===== config.mk =====
export PLATFORM = sky130hd
export DESIGN_NAME = stream_s2mm_writer
export DESIGN_NICKNAME = d
export VERILOG_FILES = /design/src/rtl/stream_s2mm_writer.sv
export SDC_FILE = /design/constraint.sdc
export NUM_CORES = 1
export LEC_CHECK = 0
export ABC_CLOCK_PERIOD_IN_PS = 5400
export CORE_AREA = 4 4 199 152
export DETAILED_ROUTE_END_ITERATION = 6
export DIE_AREA = 0 0 203 156
export PLACE_DENSITY = 0.65
export RECOVER_POWER = 50
export SKIP_CTS_REPAIR_TIMING = 1
export SLEW_MARGIN = 15
export SYNTH_ARGS = -nofsm -noshare
export SYNTH_HDL_FRONTEND = slang
export SYNTH_SLANG_ARGS = --single-unit

===== constraint.sdc =====
create_clock -name clk -period 5.4 [get_ports clk]
set_clock_uncertainty 0.05 [all_clocks]
set_input_delay 1.62 -clock clk [delete_from_list [all_inputs] [get_ports clk]]
set_output_delay 1.62 -clock clk [all_outputs]
set_load 0.01 [all_outputs]

===== src/rtl/stream_s2mm_writer.sv =====
// stream_s2mm_writer
// Receive-side stream sink: accepts valid/ready beats and writes each one to a
// single-port RAM at base_addr + beat index. It counts beats per frame, checks
// tlast against the programmed frame length, and reports done and sticky errors.
// A single output register (valid/address/data) sits between the stream and the
// RAM port, so the input can take one beat per cycle while mem_wready stays high.

module stream_s2mm_writer #(
    parameter int DATA_W = 64,
    parameter int ADDR_W = 20,
    parameter int CNT_W  = 32
) (
    input  logic              clk,
    input  logic              rst,
    // control
    input  logic              i_start,
    input  logic [ADDR_W-1:0] i_base_addr,
    input  logic [CNT_W-1:0]  i_frame_beats,
    // input stream
    input  logic              i_s_tvalid,
    output logic              o_s_tready,
    input  logic [DATA_W-1:0] i_s_tdata,
    input  logic              i_s_tlast,
    // RAM write port
    output logic              o_mem_we,
    input  logic              i_mem_wready,
    output logic [ADDR_W-1:0] o_mem_addr,
    output logic [DATA_W-1:0] o_mem_wdata,
    // status
    output logic              o_busy,
    output logic              o_done,
    output logic [CNT_W-1:0]  o_beat_cnt,
    output logic              o_err_early_last,
    output logic              o_err_no_last
);

    typedef enum logic [1:0] {
        S_IDLE  = 2'd0,
        S_RUN   = 2'd1,
        S_FLUSH = 2'd2,
        S_DONE  = 2'd3
    } state_t;

    state_t r_state;
    state_t w_state_next;

    // frame parameters captured at start
    logic [ADDR_W-1:0] r_base;
    logic [CNT_W-1:0]  r_len;

    // output register feeding the RAM port
    logic              r_vld;
    logic [ADDR_W-1:0] r_addr;
    logic [DATA_W-1:0] r_data;

    // frame progress and sticky errors
    logic [CNT_W-1:0]  r_beat_cnt;
    logic              r_err_early_last;
    logic              r_err_no_last;

    logic              w_s_tready;
    logic              w_accept;
    logic              w_wr_done;
    logic              w_start_ok;
    logic [CNT_W-1:0]  w_last_idx;
    logic              w_at_last;
    logic              w_final_beat;
    logic [ADDR_W-1:0] w_beat_addr;

    // The register may take a new beat when it is empty or being drained this cycle.
    assign w_s_tready   = (r_state == S_RUN) && (!r_vld || i_mem_wready);
    assign w_accept     = i_s_tvalid && w_s_tready;
    assign w_wr_done    = r_vld && i_mem_wready;
    assign w_start_ok   = (r_state == S_IDLE) && i_start;
    // r_len is never zero while in RUN, so len-1 cannot underflow when it matters
    assign w_last_idx   = r_len - CNT_W'(1);
    assign w_at_last    = (r_beat_cnt == w_last_idx);
    assign w_final_beat = w_at_last || i_s_tlast;
    // low beat-count bits are enough: the address wraps modulo 2^ADDR_W anyway
    assign w_beat_addr  = r_base + r_beat_cnt[ADDR_W-1:0];

    // state register
    always_ff @(posedge clk) begin
        if (rst) begin
            r_state <= S_IDLE;
        end else begin
            r_state <= w_state_next;
        end
    end

    // next-state logic
    always_comb begin
        w_state_next = r_state;
        case (r_state)
            S_IDLE: begin
                if (i_start) begin
                    w_state_next = (i_frame_beats != '0) ? S_RUN : S_DONE;
                end
            end
            S_RUN: begin
                if (w_accept && w_final_beat) begin
                    w_state_next = S_FLUSH;
                end
            end
            S_FLUSH: begin
                if (w_wr_done) begin
                    w_state_next = S_DONE;
                end
            end
            S_DONE: begin
                w_state_next = S_IDLE;
            end
            default: begin
                w_state_next = S_IDLE;
            end
        endcase
    end

    // state-decoded outputs
    always_comb begin
        o_s_tready = w_s_tready;
        o_busy     = (r_state == S_RUN) || (r_state == S_FLUSH);
        o_done     = (r_state == S_DONE);
    end

    // frame parameters, beat counter and sticky error flags
    always_ff @(posedge clk) begin
        if (rst) begin
            r_base           <= '0;
            r_len            <= '0;
            r_beat_cnt       <= '0;
            r_err_early_last <= 1'b0;
            r_err_no_last    <= 1'b0;
        end else if (w_start_ok) begin
            r_base           <= i_base_addr;
            r_len            <= i_frame_beats;
            r_beat_cnt       <= '0;
            r_err_early_last <= 1'b0;
            r_err_no_last    <= 1'b0;
        end else if (w_accept) begin
            r_beat_cnt <= r_beat_cnt + CNT_W'(1);
            if (i_s_tlast && !w_at_last) begin
                r_err_early_last <= 1'b1;
            end
            if (w_at_last && !i_s_tlast) begin
                r_err_no_last <= 1'b1;
            end
        end
    end

    // output register: reload on accept, drain on completed write, hold while stalled
    always_ff @(posedge clk) begin
        if (rst) begin
            r_vld  <= 1'b0;
            r_addr <= '0;
            r_data <= '0;
        end else if (w_accept) begin
            r_vld  <= 1'b1;
            r_addr <= w_beat_addr;
            r_data <= i_s_tdata;
        end else if (w_wr_done) begin
            r_vld  <= 1'b0;
        end
    end

    assign o_mem_we         = r_vld;
    assign o_mem_addr       = r_addr;
    assign o_mem_wdata      = r_data;
    assign o_beat_cnt       = r_beat_cnt;
    assign o_err_early_last = r_err_early_last;
    assign o_err_no_last    = r_err_no_last;

endmodule


Word-level counts from Yosys, hierarchy flattened
Index checks and enable logic that the tools add are counted.
W data, S select, Z words.
- add/sub/neg operators: 3
- equal/unequal tests: 7
- mux-type cells: 7
- reduce and logical (&&, ||, !) cells: 20
- operators with widths (kind ; number):
    $add A32 B1 Y32 const B ; 1
    $eq A32 B32 Y1 ; 1
    $reduce_bool A32 Y1 ; 1
    $sub A32 B1 Y32 const B ; 1
    $add A20 B20 Y20 ; 1
    $mux W2 ; 4
    $pmux W2 S4 ; 1
    $logic_and A1 B1 Y1 ; 7
    $eq A2 B2 Y1 const B ; 2
    $ne A2 B2 Y1 const B ; 2
    $reduce_and A2 Y1 ; 2
    $logic_not A1 Y1 ; 3
    $logic_or A1 B1 Y1 ; 3
    $reduce_and A3 Y1 ; 1
    $eq A2 B1 Y1 const B ; 1
    $logic_not A2 Y1 ; 1
    $mux W1 ; 2
    $ne A2 B1 Y1 const B ; 1
    $reduce_bool A2 Y1 ; 1
    $reduce_or A2 Y1 ; 1
- bits in registers: 173
- output and inout bits: 122
- word-level logic and storage cells: 46

Depth between registers and ports, before layout
Gate-level depths: netlist (run 1).
- depth in word-level cells: 7
- mapped depth: 12
- mapped depth without buffers: 12

Worst setup path before layout (run 1)
Ideal clock, no wire load.
- path type: input port to flip-flop
- from: in i_mem_wready
- to: reg r_beat_cnt[26] (netlist: o_beat_cnt[26])
- arrival time: 3.558 ns
- required time: 5.279 ns
- path slack: 1.722 ns
- stages on the path: 9
- path through: nand2b_1 > and3_1 > buf_2 > nand2_1 > nor4_1 > and4_1 > nand2_1 > or3_1 > a21oi_1
- word-level cells in the longest chain between the ends: 3
- RTL lines (what ; RTL line ; RTL):
    start, declared ; 26 ; input logic i_mem_wready,
    $logic_or A1 B1 Y1 ; 71 ; assign w_s_tready = (r_state == S_RUN) && (!r_vld || i_mem_wready);
    $logic_and A1 B1 Y1 ; 71 ;
    $logic_and A1 B1 Y1 ; 72 ; assign w_accept = i_s_tvalid && w_s_tready;
    end signal, assigned ; 141 ; r_beat_cnt <= r_beat_cnt + CNT_W'(1);
    end, declared ; 57 ; logic [CNT_W-1:0] r_beat_cnt;
No other way between the ends.
A chain may end at the register's enable or synchronous reset.

Worst setup path after layout (run 1)
- from: in i_mem_wready
- to: reg r_state[0]
- word-level cells in the longest chain between the ends: 6
- elaborated cells between the ends (all ways): 8
- RTL lines (what ; RTL line ; RTL):
    $logic_or A1 B1 Y1 ; 71 ;
    $logic_and A1 B1 Y1 ; 71 ;
    $logic_and A1 B1 Y1 ; 72 ;
    $logic_and A1 B1 Y1 ; 101 ; if (w_accept && w_final_beat) begin
    $ne A2 B1 Y1 (no source line) ; n/a ;
    $reduce_and A3 Y1 (no source line) (*) ; n/a ;
    end signal, assigned ; 87 ; r_state <= w_state_next;
    end, declared ; 44 ; state_t r_state;
Mark *: on every way between the ends. The rest lies on a longest branch, timed or not.

==> results.txt, run 1 <==
The global-route congestion overflow total was 0. In this run, synthesis inferred 0 flip-flops with an integrated enable. Sorting the synthesized cells by how often they occur yields 287 x sky130_fd_sc_hd__nand2_1, 173 x sky130_fd_sc_hd__dfxtp_1, 159 x sky130_fd_sc_hd__a21oi_1. In the final routed layout, each cell accounts on average for 15.9 um.

After synthesis the cells add up to 8390 um^2. The floorplan step set the die height to 156 um. The final setup violation count came out at 0.

The logs give 0.299 for the initial core utilization and 0.00275 W for the cell-internal power. The length of routed met2 wiring was 11.7 mm. Yosys instantiated no cell more often than sky130_fd_sc_hd__nand2_1. The tools report the total of max-cap violations as 3.

The routed design has 26.5 mm of wire. The run gives 0.413 as the portion of the post-synthesis area used by sequential elements. Dividing the detail-routed via count by the number of cells gives 4.83.

The count of nets left with antenna violations once routing finished came out at 0. The share of the cycle needed by the critical path after routing is 0.869. Critical path's slowest cell: sky130_fd_sc_hd__nand2_1. The largest total area in the synthesized netlist belongs to sky130_fd_sc_hd__dfxtp_1. The run gives 4 as the deepest level of the CTS H-tree. The floorplan row count was 53.

Critical path data required time: 5690 ps. Kind of end point of the critical path: a register. The total vias in the final route was 8038. The initial antenna violation count is 1. Derived from the worst setup path, the maximum achievable clock frequency is 213 MHz. The clock input transition at the sequential cells of the worst setup and hold paths came out at 70 ps.

The overall track demand over capacity in global routing was 0.164; the worst slew margin relative to its limit was -0.877. The fraction of synthesis flops using an asynchronous set or reset pin is 0, and the placed wire-length estimate is 19.5 mm. CTS saw 173 sinks.

Along the worst path, the maximum fanout reaches 61. The routability congestion estimate from global placement came out at 0.871. The signal on the critical path passes through clkdlybuf4s50_1, nand2b_1, and2_1, nand2_1, a222oi_1, and2_1, a211oi_1.

The number of global-route vias before repair came out at 7626. The number of fillers in the final layout was 2874. Broken down by cell family, the worst path's largest delay share belongs to simple AND/OR/NAND/NOR gates. For this run, the number of Yosys warnings is 0.

The clock latency at the later pin of the worst-skew pair was 430 ps; the antenna diode instance count was 0. In this run, the number of DRC markers left after iteration 0 of detailed routing was 506. For this run, design rule violations remaining after detail routing come to 0.

The first-pass iteration count of the detailed router was 5; the post-synthesis average cell area was 7.91 um^2. On the final layout, the worst hold slack is 396 ps. The highest metal layer carrying signal wires in the routed design is met5.

The worst setup path is of the in2reg kind. In this design, the stage delay of the slowest critical-path cell is 1570 ps. The logs give 4980 ps for the endpoint arrival time on the critical path and 3460 um^2 for the total area of sequential cells. The I/O pin count was 244; the buffers plus inverters on the worst setup path was 1.

In this run the power spent charging and discharging nets is 0.00136 W. The core area is 28100 um^2, and the setup TNS is 0 ps. The share of post-route cells with drive strength above 1 came out at 0.0438. STA classifies the critical path startpoint as a primary input.

The net switching fraction of the power works out to 0.331. In this run the power density over the cells is 352 nW/um^2. The transition time at the pin with the least slew margin works out to 2810 ps. The tree is rooted in a sky130_fd_sc_hd__clkbuf_16.

The sum of routed wire segments on met1 is 12.6 mm. Synthesis inferred 173 register bits. The tools report the area of the multi-input gates as 4580 um^2.

The floorplan step set the die width to 203 um. The final reports fail on capacitance limit, slew limit. Final standard cell utilization of the core: 0.416. Final count of hold timing violations: 0. The class of the tightest hold or removal check is reg2reg. The run finished, with violations left. The tools report the share of power burned in the clock network as 0.319.

TritonCTS built the clock tree. The relative contribution of sequential cells to total power is 0.378, and the net count after synthesis is 1210. The die area was 31700 um^2; the count of different cell masters after synthesis was 69. After synthesis, the cell types taking the most area are sky130_fd_sc_hd__dfxtp_1 41%, sky130_fd_sc_hd__nand2_1 13%, sky130_fd_sc_hd__a21oi_1 9.5%. The most used cell along the critical path was sky130_fd_sc_hd__and2_1. The global-route wire length before repair came out at 41.9 mm.

Setup repair after global routing left no endpoint under its margin. VDD sags by at most 0.000217 V. For the met3 layer wire length in the routed design, the log shows 1.77 mm. The dominant synthesized flop cell is sky130_fd_sc_hd__dfxtp_1. The longest clock path from root to sink contains 2 buffers. The logs give 0.00411 W for the power consumption and 17 for the total CTS buffers.

The time the worst path needs with I/O delays and setup came out at 4690 ps. The layout net count was 1415. The combinational power share was 0.304; the number of pins with negative max-slew slack in the final report was 150. Share of the synthesized area in the top cell type: 0.413. The count of buffers added on input and output ports is 243. In the synthesized netlist, the number of instances is 1061. The post-synthesis to final-layout area growth is 39.2%, and the static leakage is 4.38 nW.

The maximum number of pins on one net before global-route repair came out at 97.
-- cell families (layout without fill, tap and decap cells) --
logic type / Yosys count / count (layout) / share of synthesized area
and+or+nand+nor: 467 / 467 / 0.257
AOI/OAI and AO/OA: 228 / 228 / 0.158
DFF: 173 / 173 / 0.413
xor gates and xnor gates: 82 / 82 / 0.0856
buffers and inverters: 81 / 299 / 0.0418
adders and majority gates: 27 / 27 / 0.0412
muxes: 3 / 3 / 0.00373
-- metal layers --
metal / GRT usage / up-vias
met3: 0.0447 / 24
met1: 0.231 / 3767
met5: 0 / -
met2: 0.252 / 227
li1: - / 4018
met4: 0.0417 / 2
-- power by group through the flow --
stage / clock network [W] / logic (W) / registers (W)
CTS: 0.00135 / 0.00128 / 0.00156
global placement: 0 / 0.00125 / 0.00158
global route: 0.00140 / 0.00139 / 0.00158
floorplan: 0 / 0.000816 / 0.00158
finish: 0.00131 / 0.00125 / 0.00155
detailed placement: 0 / 0.00127 / 0.00159
-- cell usage in the layout (no fill, tap or decap), types with 7 or more instances in the layout --
cell / netlist / layout
sky130_fd_sc_hd__nand3_1: 19 / 19
sky130_fd_sc_hd__o21ai_0: 17 / 17
sky130_fd_sc_hd__dlygate4sd3_1: 0 / 91
sky130_fd_sc_hd__nor2_1: 55 / 55
sky130_fd_sc_hd__nor3_1: 16 / 16
sky130_fd_sc_hd__nand4_1: 9 / 9
sky130_fd_sc_hd__inv_1: 19 / 19
sky130_fd_sc_hd__xor2_1: 33 / 33
sky130_fd_sc_hd__clkdlybuf4s50_1: 0 / 151
sky130_fd_sc_hd__clkbuf_16: 0 / 17
sky130_fd_sc_hd__a21oi_1: 159 / 159
sky130_fd_sc_hd__a211oi_1: 7 / 7
sky130_fd_sc_hd__dfxtp_1: 173 / 173
sky130_fd_sc_hd__nand2_1: 287 / 287
sky130_fd_sc_hd__nor4_1: 14 / 14
sky130_fd_sc_hd__or3_1: 10 / 10
sky130_fd_sc_hd__and3_1: 9 / 8
sky130_fd_sc_hd__xnor2_1: 49 / 49
sky130_fd_sc_hd__ha_1: 26 / 26
-- worst register-to-register path, stage by stage (launching register included) --
cell	delay (ps)
sky130_fd_sc_hd__dfxtp_1	390
sky130_fd_sc_hd__inv_1	100
sky130_fd_sc_hd__ha_1	270
sky130_fd_sc_hd__and2_1	180
sky130_fd_sc_hd__nand2_1	1570
sky130_fd_sc_hd__a222oi_1	500
sky130_fd_sc_hd__and2_1	310
sky130_fd_sc_hd__a211oi_1	190
-- metrics by stage --
step,instance area [um^2],setup slack [ps],std cells
after floorplan,8390,1720,1061
after global placement,11100,720,1632
after detailed placement,11100,708,1632
after CTS,11700,706,1664
after global routing,11700,330,1664
final,11700,705,1664
-- state kept, by name, summed over array words and instances, names as in the netlist --
| signal | cells |
|---|---|
| r_base | 20 |
| o_err_no_last | 1 |
| o_mem_wdata | 64 |
| r_state | 2 |
| r_len | 32 |
| o_mem_addr | 20 |
| o_mem_we | 1 |
| o_beat_cnt | 32 |
| o_err_early_last | 1 |
-- worst paths after layout --
| path | from | endpoint | slack, ps | cells after the start |
|---|---|---|---|---|
| setup / recovery | i_mem_wready | r_state[0]$_SDFFE_PP0P_ | 710 | 7 |
| hold / removal | o_mem_addr[9]$_SDFFE_PP0P_ | o_mem_addr[9]$_SDFFE_PP0P_ | 400 | 2 |
| setup reg to reg | r_state[1]$_SDFFE_PP0P_ | r_state[0]$_SDFFE_PP0P_ | 1750 | 7 |
| hold reg to reg | o_mem_addr[9]$_SDFFE_PP0P_ | o_mem_addr[9]$_SDFFE_PP0P_ | 400 | 2 |
-- final cells by class --
class                   instances  area share
multi-input cells             807       0.392
flip-flops and latches        173       0.297
repair buffers                248       0.211
clock buffers                  23      0.0418
well taps                     385      0.0413
clock inverters                 9      0.0114
inverters                      19     0.00611
Power figures use the tool's default switching activity.
==> inputs of run 2 (changes only) <==
--- a/config.mk
+++ b/config.mk
@@ -10,8 +10,9 @@
 export DETAILED_ROUTE_END_ITERATION = 6
 export DIE_AREA = 0 0 203 156
 export PLACE_DENSITY = 0.65
-export RECOVER_POWER = 50
+export RECOVER_POWER = 100
 export SKIP_CTS_REPAIR_TIMING = 1
+export SKIP_LAST_GASP = 1
 export SLEW_MARGIN = 15
 export SYNTH_ARGS = -nofsm -noshare
 export SYNTH_HDL_FRONTEND = slang
==> run 2 against run 1 <==
Effect of this change:
- power about the same
- the flow still finishes with violations (capacitance limit, slew limit)
- sequential cell count unchanged
- maximum frequency up 0.16%
- cell area about the same
- wire length about the same
- register-to-register slack about the same
- first-iteration DRC count down 2.4%
- clock power about the same
- largest power group unchanged
- critical path depth unchanged
==> results.txt, run 2 (synthesis results as in run 1) <==
Total placed cells including tap cells: 1632 (unchanged). The run gives 5 (unchanged) as the first-pass iteration count of the detailed router. The maximum number of pins on one net before global-route repair was 97 (unchanged); the number of DRC violations after detailed routing was 0 (unchanged). The run gives 0 (unchanged) as the final setup violation count. The tools report the startpoint kind of the worst setup timing path as a primary input.

The tools report the number of pins with negative max-slew slack in the final report as 232 (+55%). The clock input transition at the sequential cells of the worst setup and hold paths was 70 ps (about the same); the number of nets still failing antenna checks after routing was 0 (unchanged). The most critical setup path has its endpoint at r_state[1]$_SDFFE_PP0P_.

For the endpoint arrival time on the critical path, the log shows 4980 ps (about the same). The flip-flop count of the largest register, all copies and words added was 64 (unchanged); the switching power total was 0.00136 W (about the same). The logs give 244 (unchanged) for the I/O pin count and 1760 ps (about the same) for the minimum setup slack among reg-to-reg paths. Counting stages on the worst path, the most repeated cell is sky130_fd_sc_hd__and2_1. The global-route congestion overflow total was 0 (unchanged).

Total CTS buffers: 17 (unchanged). The routed wire length was 26.5 mm (about the same). The static leakage is 4.49 nW (+2.5%), and the met3 track utilization from global routing is 0.0447 (unchanged). In the layout the commonest cells are 287 x sky130_fd_sc_hd__nand2_1, 173 x sky130_fd_sc_hd__dfxtp_1, 159 x sky130_fd_sc_hd__a21oi_1. The via density per instance was 4.83 (about the same).

The start point of the critical path was i_mem_wready. The signal on the critical path passes through clkdlybuf4s50_1, nand2b_1, and2_1, nand2_1, a222oi_1, and2_1, a311oi_1. Setup repair after global routing left no endpoint under its margin.

For the total area of sequential cells, the log shows 3460 um^2 (unchanged). The average wire per cell in the routed design is 15.9 um (about the same). For the deepest level of the CTS H-tree, the log shows 4 (unchanged). The critical path's slowest cell was sky130_fd_sc_hd__nand2_1. The number of design-rule violations left by the first detailed-router iteration came out at 494 (-2.4%).

The combinational power share was 0.304 (about the same); the total of max-cap violations was 4 (+1). The core area was 28100 um^2 (unchanged). The endpoint of the lowest-slack register-to-register path was r_state[1]$_SDFFE_PP0P_.

The antenna diode instance count is 0 (unchanged). The worst slew margin relative to its limit came out at -0.878 (-0.00146). The run finished, with violations left. The layout net count is 1415 (unchanged), and the placed wire-length estimate is 19.5 mm (unchanged). The critical path data required time was 5690 ps (about the same); the share of the cycle needed by the critical path after routing was 0.868 (-0.00139). For the floorplan row count, the log shows 53 (unchanged).

The startpoint identified for the worst register-to-register timing path is r_state[1]$_SDFFE_PP0P_. The largest driver fanout on the critical path works out to 61 (unchanged). The root buffer cell chosen for the clock tree is sky130_fd_sc_hd__clkbuf_16.

The delay contributed by the slowest stage of the critical path came out at 1570 ps (about the same). The total vias in the final route is 8045 (+0.087%). The power per cell area works out to 352 nW/um^2 (about the same). Time the worst path needs with I/O delays and setup: 4690 ps (-7.52 ps). The logs give 0.378 (about the same) for the relative contribution of sequential cells to total power and 0.00275 W (about the same) for the cell-internal power. The count of non-filler cells in the finished layout is 1664 (unchanged). The initial antenna violation count is 1 (unchanged), and the global-route wire length before repair is 41.9 mm (unchanged). The tools report the number of global-route vias before repair as 7626 (unchanged).

The post-synthesis to final-layout area growth is 39.2% (about the same), and the met2 usage in global routing is 0.252 (unchanged). TritonCTS built the clock tree. The final reports fail on capacitance limit, slew limit. The largest buffer count on any clock path came out at 2 (unchanged). The area of the multi-input gates is 4580 um^2 (unchanged), and the clock latency at the later pin of the worst-skew pair is 430 ps (about the same). The worst hold path begins at o_mem_addr[9]$_SDFFE_PP0P_.

The die span in x is 203 um (unchanged). The met1 demand-to-capacity share in global routing is 0.231 (unchanged), and the routability congestion estimate from global placement is 0.871 (unchanged). STA classifies the critical path endpoint as a register. Worst-case vdd ir drop: 0.000217 V (about the same). Critical setup path kind: in2reg. The final count of hold timing violations is 0 (unchanged), and the net switching fraction of the power is 0.331 (about the same).

The number of cells on the worst reg-to-reg path is 7 (unchanged), and the total of buffers placed on input and output ports is 243 (unchanged). The share of post-route cells with drive strength above 1 was 0.0438 (unchanged); the share of power burned in the clock network was 0.319 (about the same). The overall track demand over capacity in global routing was 0.164 (unchanged).

The worst hold path belongs to the class reg2reg. The die area was 31700 um^2 (unchanged). The run gives 0 ps (unchanged) as the setup TNS. After global routing, the most crowded layer is met2. The clock sink count is 173 (unchanged). The vertical die dimension is 156 um (unchanged), and the maximum achievable frequency is 213 MHz (+0.16%). The tools report the number of fillers in the final layout as 2875 (+0.035%).

Leaving out fill and tap cells, the most frequent cell in the layout is sky130_fd_sc_hd__nand2_1. The initial core utilization was 0.299 (unchanged). The transition time at the pin with the least slew margin came out at 2820 ps (+2.19 ps).
-- run 2: area by class of cell --
class / count / area share
sequential: 173 / 0.297
timing repair buffer: 248 / 0.211
multi-input combinational: 807 / 0.392
clock buffer: 23 / 0.0418
inverter: 19 / 0.00611
clock inverter: 9 / 0.0114
tap: 385 / 0.0413
-- run 2: routing by layer --
layer  vias to the layer above  part of all wire
li1                       4022                 -
met1                      3782              0.48
met2                       215              0.45
met3                        24             0.062
met5                         -           0.00042
met4                         2             0.013
-- run 2: metrics by stage --
stage	instance area [um^2]	hold slack (ps)	power (W)	util	setup slack (ps)
2_1_floorplan	8390	390	0.00239	-	1720
3_3_place_gp	11100	387	0.00283	0.395	720
3_5_place_dp	11100	396	0.00286	0.395	708
4_1_cts	11700	405	0.00419	0.417	706
5_1_grt	11700	417	0.00437	0.416	333
6_report	11700	396	0.00411	0.416	713
-- run 2: worst max-delay path, delay by kind of cell --
kind / cells / cell delay [ps]
buf+inv: 1 / 420
simple gates: 4 / 2250
compound gates: 2 / 690
-- run 2: worst min-delay path by stage --
stage	endpoint	slack, ps	cells past startpoint
floorplan	r_base[0]$_SDFFE_PP0P_	390	2
global placement	o_err_no_last$_SDFFE_PP0P_	390	2
detailed placement	o_mem_addr[12]$_SDFFE_PP0P_	400	2
CTS	o_mem_wdata[9]$_SDFFE_PP0P_	400	2
global route	o_mem_wdata[9]$_SDFFE_PP0P_	420	2
finish	o_mem_addr[9]$_SDFFE_PP0P_	400	2
-- run 2: power by group through the flow --
stage | logic (W) | clock network [W] | registers, W
after floorplan | 0.000816 | 0 | 0.00158
after global placement | 0.00125 | 0 | 0.00158
after detailed placement | 0.00127 | 0 | 0.00159
after CTS | 0.00128 | 0.00135 | 0.00156
after global routing | 0.00139 | 0.00140 | 0.00158
final | 0.00125 | 0.00131 | 0.00155
==> inputs of run 3 (changes only) <==
--- a/config.mk
+++ b/config.mk
@@ -5,10 +5,11 @@
 export SDC_FILE = /design/constraint.sdc
 export NUM_CORES = 1
 export LEC_CHECK = 0
+export ABC_AREA = 1
 export ABC_CLOCK_PERIOD_IN_PS = 5400
-export CORE_AREA = 4 4 199 152
+export CORE_AREA = 4 4 205 157
 export DETAILED_ROUTE_END_ITERATION = 6
-export DIE_AREA = 0 0 203 156
+export DIE_AREA = 0 0 209 161
 export PLACE_DENSITY = 0.65
 export RECOVER_POWER = 100
 export SKIP_CTS_REPAIR_TIMING = 1
==> constraint.sdc (replaced) <==
create_clock -name clk -period 5.4 [get_ports clk]
set_clock_uncertainty 0.05 [all_clocks]
set_input_delay 1.62 -clock clk [delete_from_list [all_inputs] [get_ports clk]]
set_output_delay 1.62 -clock clk [all_outputs]
set_load 0.05 [all_outputs]
==> run 3 against run 2 <==
Effect of this change:
- the flow still finishes with violations (capacitance limit, slew limit)
- cell area up 5.3%
- worst setup slack worse by 210 ps
- die area up 6.3%
- register-to-register slack better by 190 ps
- combinational power up 59%
- sequential cell count unchanged
- critical path type is now in2out
- highest routed layer is now met4
==> results.txt, run 3 <==
The share of the cycle needed by the critical path after routing works out to 0.908 (+0.0396). In the layout the commonest cells are 322 x sky130_fd_sc_hd__nand2_1, 173 x sky130_fd_sc_hd__nor2_1, 173 x sky130_fd_sc_hd__dfxtp_1. Setup repair after global routing left no endpoint under its margin.

Net count after synthesis: 1453 (+20%). Count of different cell masters after synthesis: 42 (-39%). The logs give 0 (unchanged) for the antenna diode instance count and 0.00278 W (+0.93%) for the cell-internal power.

The tools report the number of nets still failing antenna checks after routing as 0 (unchanged). The number of enable flip-flop cells after synthesis is 0 (unchanged), and the number of DRC violations after detailed routing is 0 (unchanged). The first-pass iteration count of the detailed router is 5 (unchanged), and the clock latency at the later pin of the worst-skew pair is 430 ps (about the same).

The post-synthesis average cell area is 6.89 um^2 (-13%), and the total CTS buffers is 17 (unchanged). The total cell area at the placement stage is 11800 um^2 (+6.4%), and the total area of sequential cells is 3460 um^2 (unchanged). The endpoint arrival time on the critical path came out at 3230 ps (-1750 ps). The switching power total came out at 0.00206 W (+51%). The count of warnings emitted by yosys is 0 (unchanged). The root buffer selected by CTS was sky130_fd_sc_hd__clkbuf_16. The run gives 0 (unchanged) as the final count of hold timing violations.

The run gives 644 (+30%) as the number of design-rule violations left by the first detailed-router iteration. The worst register-to-register path ends at r_base[19]$_SDFFE_PP0P_. The via density per instance was 4.66 (-3.6%); the area share of fa/ha/maj cells after synthesis was 0.0385 (-0.00272).

The placed wire-length estimate is 23.5 mm (+20%), and the clock input transition at the sequential cells of the worst setup and hold paths is 70 ps (about the same). The area of the multi-input gates is 4870 um^2 (+6.4%). The tools report the I/O pin count as 244 (unchanged). The startpoint kind of the worst setup timing path was a primary input. The maximum number of pins on one net before global-route repair is 91 (-6.2%).

The worst min-delay path endpoint was o_mem_wdata[39]$_SDFFE_PP0P_. The most numerous cell type found on the critical path is sky130_fd_sc_hd__dlygate4sd3_1. The run gives 0.340 (-0.038) as the relative contribution of sequential cells to total power.

The number of fillers in the final layout was 3172 (+10%). Summed over all instances, the cell type with the most area after synthesis is sky130_fd_sc_hd__dfxtp_1. Most common cell in the netlist: sky130_fd_sc_hd__nand2_1. The largest driver fanout on the critical path was 2 (-97%); the minimum setup slack among reg-to-reg paths was 1950 ps (+190 ps). The run gives 30000 um^2 (+7.0%) as the core area. The floorplan row count was 55 (+3.8%); the critical path data required time was 3730 ps (-1960 ps).

The total of max-cap violations was 1 (-3). Sorting the synthesized cells by area gives the leading types as sky130_fd_sc_hd__dfxtp_1 39%, sky130_fd_sc_hd__nand2_1 13%, sky130_fd_sc_hd__a21oi_1 7.4%. The deepest level of the CTS H-tree was 4 (unchanged); the initial antenna violation count was 0 (-1). Share of cell area taken by muxes after synthesis: 0 (-0.00373). The static leakage is 5.27 nW (+17%), and the vertical die dimension is 161 um (+3.2%). The count of mapped cells out of synthesis was 1304 (+23%). The post-synthesis to final-layout area growth came out at 36.9%. Broken down by cell family, the worst path's largest delay share belongs to buffers and inverters.

The net switching fraction of the power is 0.425 (+0.0944). In the synthesized netlist the dominant register cell turns out to be sky130_fd_sc_hd__dfxtp_1. The tools report the portion of the post-synthesis area used by sequential elements as 0.386 (-0.0273).

Post-placement setup slack: 600 ps (-108 ps). The run gives 0 (unchanged) as the final setup violation count. TritonCTS built the clock tree. The average wire per cell in the routed design is 15.7 um (-1.2%). The worst-case vdd ir drop was 0.000253 V (+17%). The number of cells traversed by the worst hold path was 2 (unchanged). The fraction of synthesis flops using an asynchronous set or reset pin came out at 0 (unchanged). The simple-gate share of the synthesized area is 0.308 (+0.0507), and the number of pins with negative max-slew slack in the final report is 36 (-84%). The transition time at the pin with the least slew margin came out at 1910 ps (-907 ps). The share of the synthesized area in the top cell type is 0.386 (-0.0273), and the number of cells on the worst reg-to-reg path is 6 (-1). The initial core utilization was 0.299 (+0.000301); the delay contributed by the slowest stage of the critical path was 760 ps (-810 ps).

The maximum achievable frequency was 204 MHz (-4.4%). The startpoint identified for the worst hold timing path is o_mem_wdata[39]$_SDFFE_PP0P_. The worst slew margin relative to its limit was -0.273 (+0.606). The number of global-route vias before repair is 8566 (+12%).

The origin of the critical flop-to-flop path was r_state[0]$_SDFFE_PP0P_. The die span in x came out at 209 um (+3.0%). STA classifies the critical path endpoint as an output port. The signal on the critical path passes through dlygate4sd3_1, nor2_1, nor2_4, dlygate4sd3_1. The critical path in this run is classified as in2out.

The count of cell instances traversed by the critical path was 4 (-3). The power per cell area is 393 nW/um^2 (+12%), and the routability congestion estimate from global placement is 0.895 (+2.8%). Main combinational cell family by area after synthesis: simple AND/OR/NAND/NOR gates.

The run gives 8980 um^2 (+7.1%) as the mapped cell area. The critical path's slowest cell is sky130_fd_sc_hd__dlygate4sd3_1. Share of power burned in the clock network: 0.248 (-0.071). The post-synthesis xor/xnor area fraction is 0.0488 (-0.0369), and the clock sink count is 173 (unchanged).

The routed wire length was 30.4 mm (+15%). The total vias in the final route was 9015 (+12%). Share of post-route cells with drive strength above 1: 0.0469 (+0.00309).

The logs give 0.413 (+0.109) for the combinational power share and 12300 um^2 (+5.3%) for the post-route cell area. The flow ran to the end, but the final reports show violations. The checks that failed: capacitance limit, slew limit.

The final worst-path setup slack is 499 ps (-214 ps). The commonest non-fill, non-tap cell in the layout is sky130_fd_sc_hd__nand2_1. The buffers plus inverters on the worst setup path was 2 (+1); the largest buffer count on any clock path was 2 (unchanged).

The run gives 47.8 mm (+14%) as the global-route wire length before repair. For the setup TNS, the log shows 0 ps (unchanged). The tools report the layout net count as 1673 (+18%). Total of buffers placed on input and output ports: 243 (unchanged). The time the worst path needs with I/O delays and setup is 4900 ps (+214 ps), and the overall track demand over capacity in global routing is 0.177 (+0.0127). The run gives 33600 um^2 (+6.3%) as the die area. The flip-flop count of the largest register, all copies and words added is 64 (unchanged). The commonest cells after synthesis are 321 x sky130_fd_sc_hd__nand2_1, 173 x sky130_fd_sc_hd__dfxtp_1, 173 x sky130_fd_sc_hd__nor2_1. The compound-cell area share of the yosys netlist works out to 0.149 (-0.00848). The final standard cell utilization of the core is 0.410 (-0.00649). The tools report the global-route congestion overflow total as 0 (unchanged).

In this run the worst hold path is classified as reg2reg. The post-synthesis sequential element count is 173 (unchanged).
==> run 3: worst max-delay path by stage <==
stage | from | end
after floorplan | i_mem_wready | o_s_tready
after global placement | i_mem_wready | o_s_tready
after detailed placement | i_mem_wready | o_s_tready
after CTS | i_mem_wready | o_s_tready
after global routing | i_mem_wready | o_s_tready
final | i_mem_wready | o_s_tready
==> run 3: worst register-to-register path: stages (launching register included) <==
cell	delay (ps)
sky130_fd_sc_hd__dfxtp_1	410
sky130_fd_sc_hd__inv_1	110
sky130_fd_sc_hd__ha_1	230
sky130_fd_sc_hd__nand2_1	810
sky130_fd_sc_hd__clkbuf_1	1120
sky130_fd_sc_hd__o21ai_0	430
sky130_fd_sc_hd__a21oi_1	220
==> run 3: per-layer routing <==
metal / up-vias / routed length [um] / GRT usage
met5: - / 0 / 0
met3: 26 / 1750 / 0.0390
met4: 0 / 389 / 0.0388
met1: 4085 / 15000 / 0.257
met2: 244 / 13300 / 0.270
li1: 4660 / - / -
==> run 3: per-stage QoR <==
step                std cells  hold WS, ps  power, W
finish                   1935          412   0.00483
global route             1935          426   0.00516
detailed placement       1904          404   0.00371
global placement         1904          401   0.00367
CTS                      1935          415   0.00491
floorplan                1304          394   0.00307
==> run 3: layout make-up <==
cell class,instances,share of cell area
multi-input combinational,964,0.396
sequential,173,0.282
timing repair buffer,250,0.201
tap,399,0.0406
clock buffer,22,0.0378
inverter,118,0.0360
clock inverter,9,0.00702
==> run 3: kinds of logic (layout without fill, tap and decap cells) <==
kind of cell | after synthesis | after routing
AO/OA/AOI/OAI | 256 | 256
XOR/XNOR | 50 | 50
buffers and inverters | 167 | 399
flip-flops | 173 | 173
AND/OR/NAND/NOR | 631 | 631
adder cells (fa/ha/maj) | 27 | 27
==> run 3: power by group through the flow <==
stage	Clock (W)	Combinational (W)	Sequential, W
5_1_grt	0.00128	0.00222	0.00167
6_report	0.00120	0.00199	0.00164
3_3_place_gp	0	0.00201	0.00167
3_5_place_dp	0	0.00204	0.00167
2_1_floorplan	0	0.00113	0.00195
4_1_cts	0.00123	0.00204	0.00164
